## config.mk

```make
export PLATFORM = sky130hd
export DESIGN_NAME = mem_stage
export DESIGN_NICKNAME = d
export VERILOG_FILES = /design/src/rtl/mem_stage.sv
export SDC_FILE = /design/constraint.sdc
export NUM_CORES = 1
export LEC_CHECK = 0
export ABC_AREA = 1
export ABC_CLOCK_PERIOD_IN_PS = 3400
export CAP_MARGIN = 20
export CELL_PAD_IN_SITES_DETAIL_PLACEMENT = 0
export CELL_PAD_IN_SITES_GLOBAL_PLACEMENT = 1
export CORE_MARGIN = 10
export CORE_UTILIZATION = 28
export DETAILED_ROUTE_END_ITERATION = 12
export GPL_TIMING_DRIVEN = 0
export PLACE_DENSITY = 0.89
export SETUP_SLACK_MARGIN = 0.02
export SLEW_MARGIN = 30
export SYNTH_ARGS = -nofsm -noshare
export SYNTH_HDL_FRONTEND = slang
export SYNTH_SLANG_ARGS = --single-unit
```

## constraint.sdc

```tcl
create_clock -name clk -period 3.4 [get_ports clk]
set_input_delay 1.02 -clock clk [delete_from_list [all_inputs] [get_ports clk]]
set_output_delay 1.02 -clock clk [all_outputs]
set_load 0.02 [all_outputs]
```

## src/rtl/mem_stage.sv

```systemverilog
// mem_stage: memory-access pipeline stage driving a 32-bit Wishbone-classic
// data-bus master. Aligns/lane-selects store data, extracts and extends load
// data, and stalls the upstream pipeline while a bus access is outstanding.
// Ports: clk/rst (sync, active-high), flush, ex_mem_reg in, mem_wb_next out,
//        stall_o, wb_* master bus, misaligned_load_o/misaligned_store_o,
//        access_fault_o and fault_addr_o.
// Timing: issue in cycle 0, earliest ack in cycle 1, result in cycle 2.

package mem_stage_pkg;

  typedef struct packed {
    logic [31:0] alu_result;
    logic [31:0] rs2_data;
    logic [31:0] pc;
    logic [31:0] pc_plus_4;
    logic [4:0]  rd;
    logic        mem_read;
    logic        mem_write;
    logic        mem_unsigned;
    logic [1:0]  mem_width;
    logic        reg_write;
    logic        mem_to_reg;
    logic        valid;
  } ex_mem_reg_t;

  typedef struct packed {
    logic [31:0] pc;
    logic [4:0]  rd;
    logic        reg_write;
    logic        mem_to_reg;
    logic [31:0] wb_data;
    logic        valid;
  } mem_wb_reg_t;

endpackage

module mem_stage
  import mem_stage_pkg::*;
#(
  parameter int ADDR_W  = 32,
  parameter bit USE_ERR = 1'b1
) (
  input  logic              clk,
  input  logic              rst,
  input  logic              flush,
  input  ex_mem_reg_t       ex_mem_reg,
  output mem_wb_reg_t       mem_wb_next,
  output logic              stall_o,
  output logic              wb_cyc_o,
  output logic              wb_stb_o,
  output logic              wb_we_o,
  output logic [ADDR_W-1:0] wb_adr_o,
  output logic [31:0]       wb_dat_o,
  output logic [3:0]        wb_sel_o,
  input  logic [31:0]       wb_dat_i,
  input  logic              wb_ack_i,
  input  logic              wb_err_i,
  output logic              misaligned_load_o,
  output logic              misaligned_store_o,
  output logic              access_fault_o,
  output logic [31:0]       fault_addr_o
);

  typedef enum logic [1:0] {IDLE, REQ, DONE} state_t;

  state_t state, state_next;

  // Latched access context, held for the whole bus cycle and the DONE cycle.
  logic [ADDR_W-1:0] adr_q;
  logic [31:0]       dat_q;
  logic [3:0]        sel_q;
  logic              we_q;
  logic [1:0]        lo_q;
  logic [1:0]        width_q;
  logic              uns_q;
  logic [4:0]        rd_q;
  logic [31:0]       pc_q;
  logic              reg_write_q;
  logic [31:0]       baddr_q;
  logic [31:0]       rdata_q;
  logic              fault_q;
  logic              flushed_q;

  logic        bus_err;
  logic        live;
  logic        misaligned;
  logic        issue;
  logic [3:0]  sel_n;
  logic [31:0] dat_n;
  logic [31:0] shifted;
  logic [31:0] load_data;

  // Fields this stage does not consume: return address is already folded into
  // alu_result by EX, and mem_to_reg is implied by mem_read here.
  logic unused_ok;
  assign unused_ok = ^{ex_mem_reg.pc_plus_4, ex_mem_reg.mem_to_reg};

  assign bus_err = USE_ERR && wb_err_i;
  assign live    = (state == IDLE) && ex_mem_reg.valid && !flush;

  always_comb begin
    misaligned = 1'b0;
    case (ex_mem_reg.mem_width)
      2'b01:   misaligned = ex_mem_reg.alu_result[0];
      2'b10:   misaligned = (ex_mem_reg.alu_result[1:0] != 2'b00);
      default: misaligned = 1'b0;
    endcase
  end

  assign issue = live && (ex_mem_reg.mem_read || ex_mem_reg.mem_write) && !misaligned;

  // Store lane steering; loads reuse the same byte-select pattern.
  always_comb begin
    sel_n = 4'b1111;
    dat_n = ex_mem_reg.rs2_data;
    case (ex_mem_reg.mem_width)
      2'b00: begin
        sel_n = 4'b0001 << ex_mem_reg.alu_result[1:0];
        dat_n = {4{ex_mem_reg.rs2_data[7:0]}};
      end
      2'b01: begin
        sel_n = 4'b0011 << ex_mem_reg.alu_result[1:0];
        dat_n = {2{ex_mem_reg.rs2_data[15:0]}};
      end
      default: begin
        sel_n = 4'b1111;
        dat_n = ex_mem_reg.rs2_data;
      end
    endcase
  end

  // Load extraction from the captured bus word.
  assign shifted = rdata_q >> {lo_q, 3'b000};

  always_comb begin
    load_data = shifted;
    case (width_q)
      2'b00:   load_data = uns_q ? {24'b0, shifted[7:0]}  : {{24{shifted[7]}},  shifted[7:0]};
      2'b01:   load_data = uns_q ? {16'b0, shifted[15:0]} : {{16{shifted[15]}}, shifted[15:0]};
      default: load_data = shifted;
    endcase
  end

  always_ff @(posedge clk) begin
    if (rst) state <= IDLE;
    else     state <= state_next;
  end

  always_ff @(posedge clk) begin
    if (rst) begin
      adr_q       <= '0;
      dat_q       <= '0;
      sel_q       <= '0;
      we_q        <= 1'b0;
      lo_q        <= '0;
      width_q     <= '0;
      uns_q       <= 1'b0;
      rd_q        <= '0;
      pc_q        <= '0;
      reg_write_q <= 1'b0;
      baddr_q     <= '0;
      rdata_q     <= '0;
      fault_q     <= 1'b0;
      flushed_q   <= 1'b0;
    end else if (issue) begin
      adr_q       <= {ex_mem_reg.alu_result[ADDR_W-1:2], 2'b00};
      dat_q       <= dat_n;
      sel_q       <= sel_n;
      we_q        <= ex_mem_reg.mem_write;
      lo_q        <= ex_mem_reg.alu_result[1:0];
      width_q     <= ex_mem_reg.mem_width;
      uns_q       <= ex_mem_reg.mem_unsigned;
      rd_q        <= ex_mem_reg.rd;
      pc_q        <= ex_mem_reg.pc;
      reg_write_q <= ex_mem_reg.reg_write && !ex_mem_reg.mem_write;
      baddr_q     <= ex_mem_reg.alu_result;
      fault_q     <= 1'b0;
      flushed_q   <= 1'b0;
    end else if (state == REQ) begin
      // A flush during the bus cycle only poisons the result; the cycle runs on.
      if (flush) flushed_q <= 1'b1;
      if (bus_err)       fault_q <= 1'b1;
      else if (wb_ack_i) rdata_q <= wb_dat_i;
    end
  end

  always_comb begin
    state_next         = state;
    mem_wb_next        = '0;
    stall_o            = 1'b0;
    wb_cyc_o           = 1'b0;
    wb_stb_o           = 1'b0;
    wb_we_o            = we_q;
    wb_adr_o           = adr_q;
    wb_dat_o           = dat_q;
    wb_sel_o           = sel_q;
    misaligned_load_o  = 1'b0;
    misaligned_store_o = 1'b0;
    access_fault_o     = 1'b0;
    fault_addr_o       = '0;

    case (state)
      IDLE: begin
        if (issue) begin
          stall_o    = 1'b1;
          state_next = REQ;
        end else if (live && misaligned && (ex_mem_reg.mem_read || ex_mem_reg.mem_write)) begin
          misaligned_load_o  = ex_mem_reg.mem_read;
          misaligned_store_o = ex_mem_reg.mem_write;
          fault_addr_o       = ex_mem_reg.alu_result;
        end else if (live) begin
          mem_wb_next.pc        = ex_mem_reg.pc;
          mem_wb_next.rd        = ex_mem_reg.rd;
          mem_wb_next.reg_write = ex_mem_reg.reg_write;
          mem_wb_next.wb_data   = ex_mem_reg.alu_result;
          mem_wb_next.valid     = 1'b1;
        end
      end
      REQ: begin
        wb_cyc_o = 1'b1;
        wb_stb_o = 1'b1;
        stall_o  = 1'b1;
        if (bus_err || wb_ack_i) state_next = DONE;
      end
      DONE: begin
        state_next = IDLE;
        if (!flush && !flushed_q) begin
          if (fault_q) begin
            access_fault_o = 1'b1;
            fault_addr_o   = baddr_q;
          end else begin
            mem_wb_next.pc        = pc_q;
            mem_wb_next.rd        = rd_q;
            mem_wb_next.reg_write = reg_write_q;
            mem_wb_next.wb_data   = we_q ? 32'b0 : load_data;
            mem_wb_next.valid     = 1'b1;
          end
        end
      end
      default: state_next = IDLE;
    endcase

    // Reset forces every output low, including the cycle reset is applied in.
    if (rst) begin
      state_next         = IDLE;
      mem_wb_next        = '0;
      stall_o            = 1'b0;
      wb_cyc_o           = 1'b0;
      wb_stb_o           = 1'b0;
      wb_we_o            = 1'b0;
      wb_adr_o           = '0;
      wb_dat_o           = '0;
      wb_sel_o           = '0;
      misaligned_load_o  = 1'b0;
      misaligned_store_o = 1'b0;
      access_fault_o     = 1'b0;
      fault_addr_o       = '0;
    end
  end

endmodule

```

# After elaboration in Yosys (flattened, before gate mapping)
# Index checks and enable logic that the tools add are counted.
[word_totals]
regBits = 178
output_inout_bits = 179
[classes]
n_eq_ne = 7
n_shift = 3
n_mux = 50
bitwise_logic = 2
n_reduce_logical = 23
[ops]
columns = ["cell", "n"]
rows = [
  ["2-to-1 mux 32 bit", 10],
  ["case mux 32 bit (2 select lines)", 3],
  ["2-to-1 mux 38 bit", 5],
  ["2-to-1 mux 33 bit", 5],
  ["case mux 38 bit (2 select lines)", 1],
  ["2-to-1 mux 72 bit", 1],
  ["case mux 33 bit (2 select lines)", 1],
  ["right shift 32 x 5 -> 32 bit", 1],
  ["2-to-1 mux 1 bit", 17],
  ["logical AND 1 bit", 8],
  ["case mux 4 bit (2 select lines)", 1],
  ["== test 2 x 1 -> 1 bit (second input constant)", 3],
  ["zero test 2 bit", 3],
  ["AND reduction 2 bit", 3],
  ["== test 2 bit (second input constant)", 2],
  ["zero test 1 bit", 4],
  ["2-to-1 mux 2 bit", 2],
  ["2-to-1 mux 4 bit", 1],
  ["case mux 1 bit (2 select lines)", 2],
  ["case mux 2 bit (2 select lines)", 1],
  ["AND reduction 4 bit", 1],
  ["left shift 1 x 2 -> 4 bit (first input constant)", 1],
  ["left shift 2 x 2 -> 4 bit (first input constant)", 1],
  ["logical OR 1 bit", 2],
  ["other kinds (5)", 6],
]

# Longest topological paths before layout
# Gate-level depths: netlist of the first run.
[depth]
ltp_word = 9
depth_mapped = 12
depth_no_buf = 9

# Least setup slack after synthesis of the first run
# Ideal clock, no wire load.
[synth_path]
path_type = "in2out"
startpoint = "input port ex_mem_reg[4] in the netlist's numbering"
endpoint = "output port fault_addr_o[10]"
arrival_ns = 2.361
t_required_ns = 2.380
setup_slack_ns = 0.019
cell_stages = 10
n_path_buf = 2
path_cell_list = "inv_1 -> ha_1 -> buf_6 -> nand2_1 -> nand2_1 -> nand3_2 -> nor3_4 -> buf_6 -> nand2_1 -> a21oi_1"
[synth_via]
elab_chain_len = 8
elab_cells_between_ends = 11
[synth_rtl]
columns = ["item", "line_no", "text"]
rows = [
  ["from (decl)", "46", "input ex_mem_reg_t ex_mem_reg,"],
  ["== test 2 bit / == test 2 x 1 -> 1 bit (equally long branches)", "103", "case (ex_mem_reg.mem_width)"],
  ["case mux 1 bit (2 select lines) *", "103", ""],
  ["logical AND 1 bit (2 in series)", "207", "end else if (live && misaligned && (ex_mem_reg.mem_read || ex_mem_reg.mem_write)) begin"],
  ["2-to-1 mux 32 bit", "207", ""],
  ["2-to-1 mux 32 bit *", "204", "if (issue) begin"],
  ["case mux 32 bit (2 select lines) *", "202", "case (state)"],
  ["2-to-1 mux 32 bit *", "244", "if (rst) begin"],
  ["to (decl)", "61", "output logic [31:0] fault_addr_o"],
]
# Mark *: on every way between the ends. The rest lies on a longest branch, timed or not.

# Worst setup path in the final report of the first run
[layout_path]
startpoint = "input port ex_mem_reg[4] in the netlist's numbering"
endpoint = "output port fault_addr_o[19]"
# The elaborated chain is that of the path after synthesis.

==> out/results.ini, run 1 <==
[synthesis]
avgSynthCellArea_um2 = 6.36
number_of_enable_type_register_cells_in_the_synthesized_netlist = 0
cell_area_after_synthesis_um2 = 8150
synth-main-ff-cell = dfxtp_1
netlist_instances = 1282
ys_warn_count = 0
yosysTopAreaCellShare_pct = 35.9
synthDistinctLibCells = 30
synth_seq_cells = 146
part_of_the_yosys_area_used_for_sequential_elements_pct = 35.9
postSynth.asyncResetShare_pct = 0
synth_top_cells_by_area = dfxtp_1 (36%), nor2_1 (12%), a21oi_1 (11%)
synth.largest_area_cell = dfxtp_1

[cts]
cts_htree_levels = 4
clockRootBuffer = clkbuf_16
clkSlewWorstSetupHoldPaths_ps = 70
cts.sinks = 146
cts_tree = yes
holdBufCountCts = 0
cts_buffers = 17
worstSkewPairLatency_ps = 430
cts-root-to-sink-buffers = 2

[floorplanning]
die_height_um = 191
die_boundary_width_um = 191
ios = 357
row_count = 62
die_area_um2 = 36300
placeableCoreArea_um2 = 28700
initial_utilization_pct = 28.4

[status]
failed_checks = setup timing
outcome = complete, but fails checks

[cells_and_area]
post-route-cell-area_um2 = 12900
area.growth.synth_to_final_pct = 58.6
fin_util_pct = 45.0
final_nets = 1825
drive_gt1_share_pct = 23.0

[critical_path]
timing.critical_path.cells = buf_12, clkinv_8, ha_4, nand3_4, nor3_4, buf_6, buf_12, clkbuf_16, nand2_2, a21oi_2, buf_6
worstPathRequired_ps = 2380
cpMaxStageDelayCell = ha_4
ff2ff_path_depth = 9
setup.worst_path.class = input pin to output port
critPathBufInv = 6
cp_num_cells = 11
path_max_fanout = 7
critical_path.endpoint_type = output port
critical_path_arrival_ps = 2450
startpoint_type = input pin
r2r_slack_ps = 1590
max_stage_delay_ps = 260
cp_top_family = buffers and inverters

[global_routing]
busiest_metal_layer_after_global_routing = met2
grt_start_max_net_pins = 17
global_route_total_usage_across_every_layer_pct = 21.2
grt_antenna_before_repair = 2
met3_usage_pct = 7.24
grt_pass1_wl_um = 59900
grtUsageMet2_pct = 35.8
grt_residual_overflow = 0
grt_pass1_vias = 9995
globalRouteMet1Util_pct = 25.2

[routing]
vias_per_cell = 4.82
initialDrtViolationCount = 644
drt_drc_violations_left = 0
wire_per_inst_um = 19.5
detail_route.wirelength_um = 39900
ant_nets = 0
drt_pre_antenna_iters = 5
dr_total_vias = 9849

[placement]
gp_routability_congestion = 0.880
preCtsSetupSlack_ps = -1580
place.port_buffers = 320
postPlaceCellArea_um2 = 11900
dp_hpwl_um = 31300

[power_and_ir_drop]
power-per-cell-area_nw_per_um2 = 381
leakage_uw = 0.00535
irDropWorstVdd_mv = 0.232

[sta]
worst_clock_skew_ps = 14.1
hold_viol_final = 0
fmax_mhz = 288
worst_slew_margin_rel_pct = 49.3
setup_repair_after_global_routing_missed_its_margin = yes
number_of_setup_violations_in_the_final_report = 28
max_slew.worst_pin.slew_ps = 760
timing.final.max_slew_violations = 0
final.min_clock_period_ps = 3470
final_period_utilization_pct = 102
setup-tns-final_ps = -1280
postLayoutSetupSlackWorst_ps = -69.2

[hold_path]
hold_wc_path_type = flip-flop to flip-flop
hold_critical_path_depth = 2

[run]
drv_cap = 0

## layer usage
layer	vias up	part of all wire [%]
met3	35	9.1
met1	4577	42
met4	0	1.6
li1	4880	-
met2	357	47
met5	-	0
## worst paths after layout
| path | to | startpoint |
|---|---|---|
| worst max-delay path | fault_addr_o[19] | ex_mem_reg[4] |
| worst max register to register | dat_q[16]$_SDFFE_PP0P_ | state[1]$_SDFFE_PP0P_ |
| worst min register to register | dat_q[4]$_SDFFE_PP0P_ | dat_q[4]$_SDFFE_PP0P_ |
| worst min-delay path | dat_q[4]$_SDFFE_PP0P_ | dat_q[4]$_SDFFE_PP0P_ |
## worst reg2reg max path: stages (launching register included)
cell	delay (ps)
dfxtp_1	340
nor2_1	190
nand2_4	110
buf_4	140
nor2_1	70
nand2_1	80
inv_1	110
clkbuf_1	400
o21ai_0	160
a21oi_1	150
## registers in the layout, indices dropped and copies added (netlist names)
signal and flops:
baddr_q 31, dat_q 32, fault_q 1, flushed_q 1, lo_q 1, pc_q 32
rd_q 5, rdata_q 32, reg_write_q 1, sel_q 4, state 2, uns_q 1
we_q 1, width_q 2
## timing repair
| item | 4_1_cts | 5_1_grt |
|---|---|---|
| buffers inserted | 12 | 7 |
| pin swaps | 21 | 23 |
| endpoints found under the setup margin | 176 | 175 |
| gates resized for setup | 776 | 120 |
| cloned | 4 | 3 |
## synth_stat cells (all sizes together) (3+ instances only)
master,instances
nor2,269
clkbuf,38
o211ai,7
inv,102
a21oi,178
a22oi,38
nand3,42
ha,3
o21ai,148
dfxtp,146
nand2,233
buf,68
## cells in the final DEF (no fill, tap or decap), drive strengths merged, types with 2 or more instances in the layout
master,n
o21a,2
nand2,233
nor3,2
dlygate4sd2,20
clkdlybuf4s50,135
conb,3
dfxtp,146
buf,211
a21oi,178
clkinv,4
inv,109
clkbuf,76
clkdlybuf4s15,22
nor2,269
nand3,42
a211oi,2
o21ai,148
o211ai,7
ha,3
a22oi,38
bufinv,2
## logic make-up after synthesis
kind of cell	share of synthesized area [%]
other	0.0460
AOI/OAI and AO/OA	24.7
and+or+nand+nor	26.8
DFF	35.9
buffers and inverters	12.1
adders and majority gates	0.461
## power by group
group | total [µW] | internal (µW) | switching [µW]
combinational | 991 | 415 | 576
sequential | 1880 | 1820 | 57.8
clock | 2050 | 1140 | 909
total | 4920 | 3380 | 1540
## final cells by class
class / instances / area, µm²
Fill cell: 3006 / 15800
Multi-Input combinational cell: 930 / 4640
Timing Repair Buffer: 343 / 3100
Sequential cell: 146 / 2920
Buffer: 104 / 751
Tap cell: 384 / 480
Clock buffer: 18 / 439
Inverter: 102 / 403
Clock inverter: 14 / 184
Antenna cell: 1 / 2.50
## stage by stage
step | power [µW] | hold WS (ps) | cells
floorplan | 2390 | 425 | 1284
global placement | 2850 | 436 | 1988
detailed placement | 2860 | 446 | 1988
CTS | 4930 | 458 | 2036
global route | 5130 | 484 | 2041
finish | 4920 | 460 | 2042
Note: power is estimated with default switching activity, not from simulation.
==> run 2: changes to the inputs <==
--- a/config.mk
+++ b/config.mk
@@ -15,6 +15,7 @@
 export DETAILED_ROUTE_END_ITERATION = 12
 export GPL_TIMING_DRIVEN = 0
 export PLACE_DENSITY = 0.89
+export RECOVER_POWER = 25
 export SETUP_SLACK_MARGIN = 0.02
 export SLEW_MARGIN = 30
 export SYNTH_ARGS = -nofsm -noshare
==> results of run 2 <==
No change in the layout: final DEF, timing and power equal those of run 1.
==> run 3: changes to the inputs <==
--- a/config.mk
+++ b/config.mk
@@ -12,12 +12,13 @@
 export CELL_PAD_IN_SITES_GLOBAL_PLACEMENT = 1
 export CORE_MARGIN = 10
 export CORE_UTILIZATION = 28
+export CTS_CLUSTER_DIAMETER = 200
 export DETAILED_ROUTE_END_ITERATION = 12
 export GPL_TIMING_DRIVEN = 0
 export PLACE_DENSITY = 0.89
 export RECOVER_POWER = 25
 export SETUP_SLACK_MARGIN = 0.02
-export SLEW_MARGIN = 30
+export SLEW_MARGIN = 0
 export SYNTH_ARGS = -nofsm -noshare
 export SYNTH_HDL_FRONTEND = slang
 export SYNTH_SLANG_ARGS = --single-unit
==> results of run 3 <==
No change in the layout: final DEF, timing and power equal those of run 1.
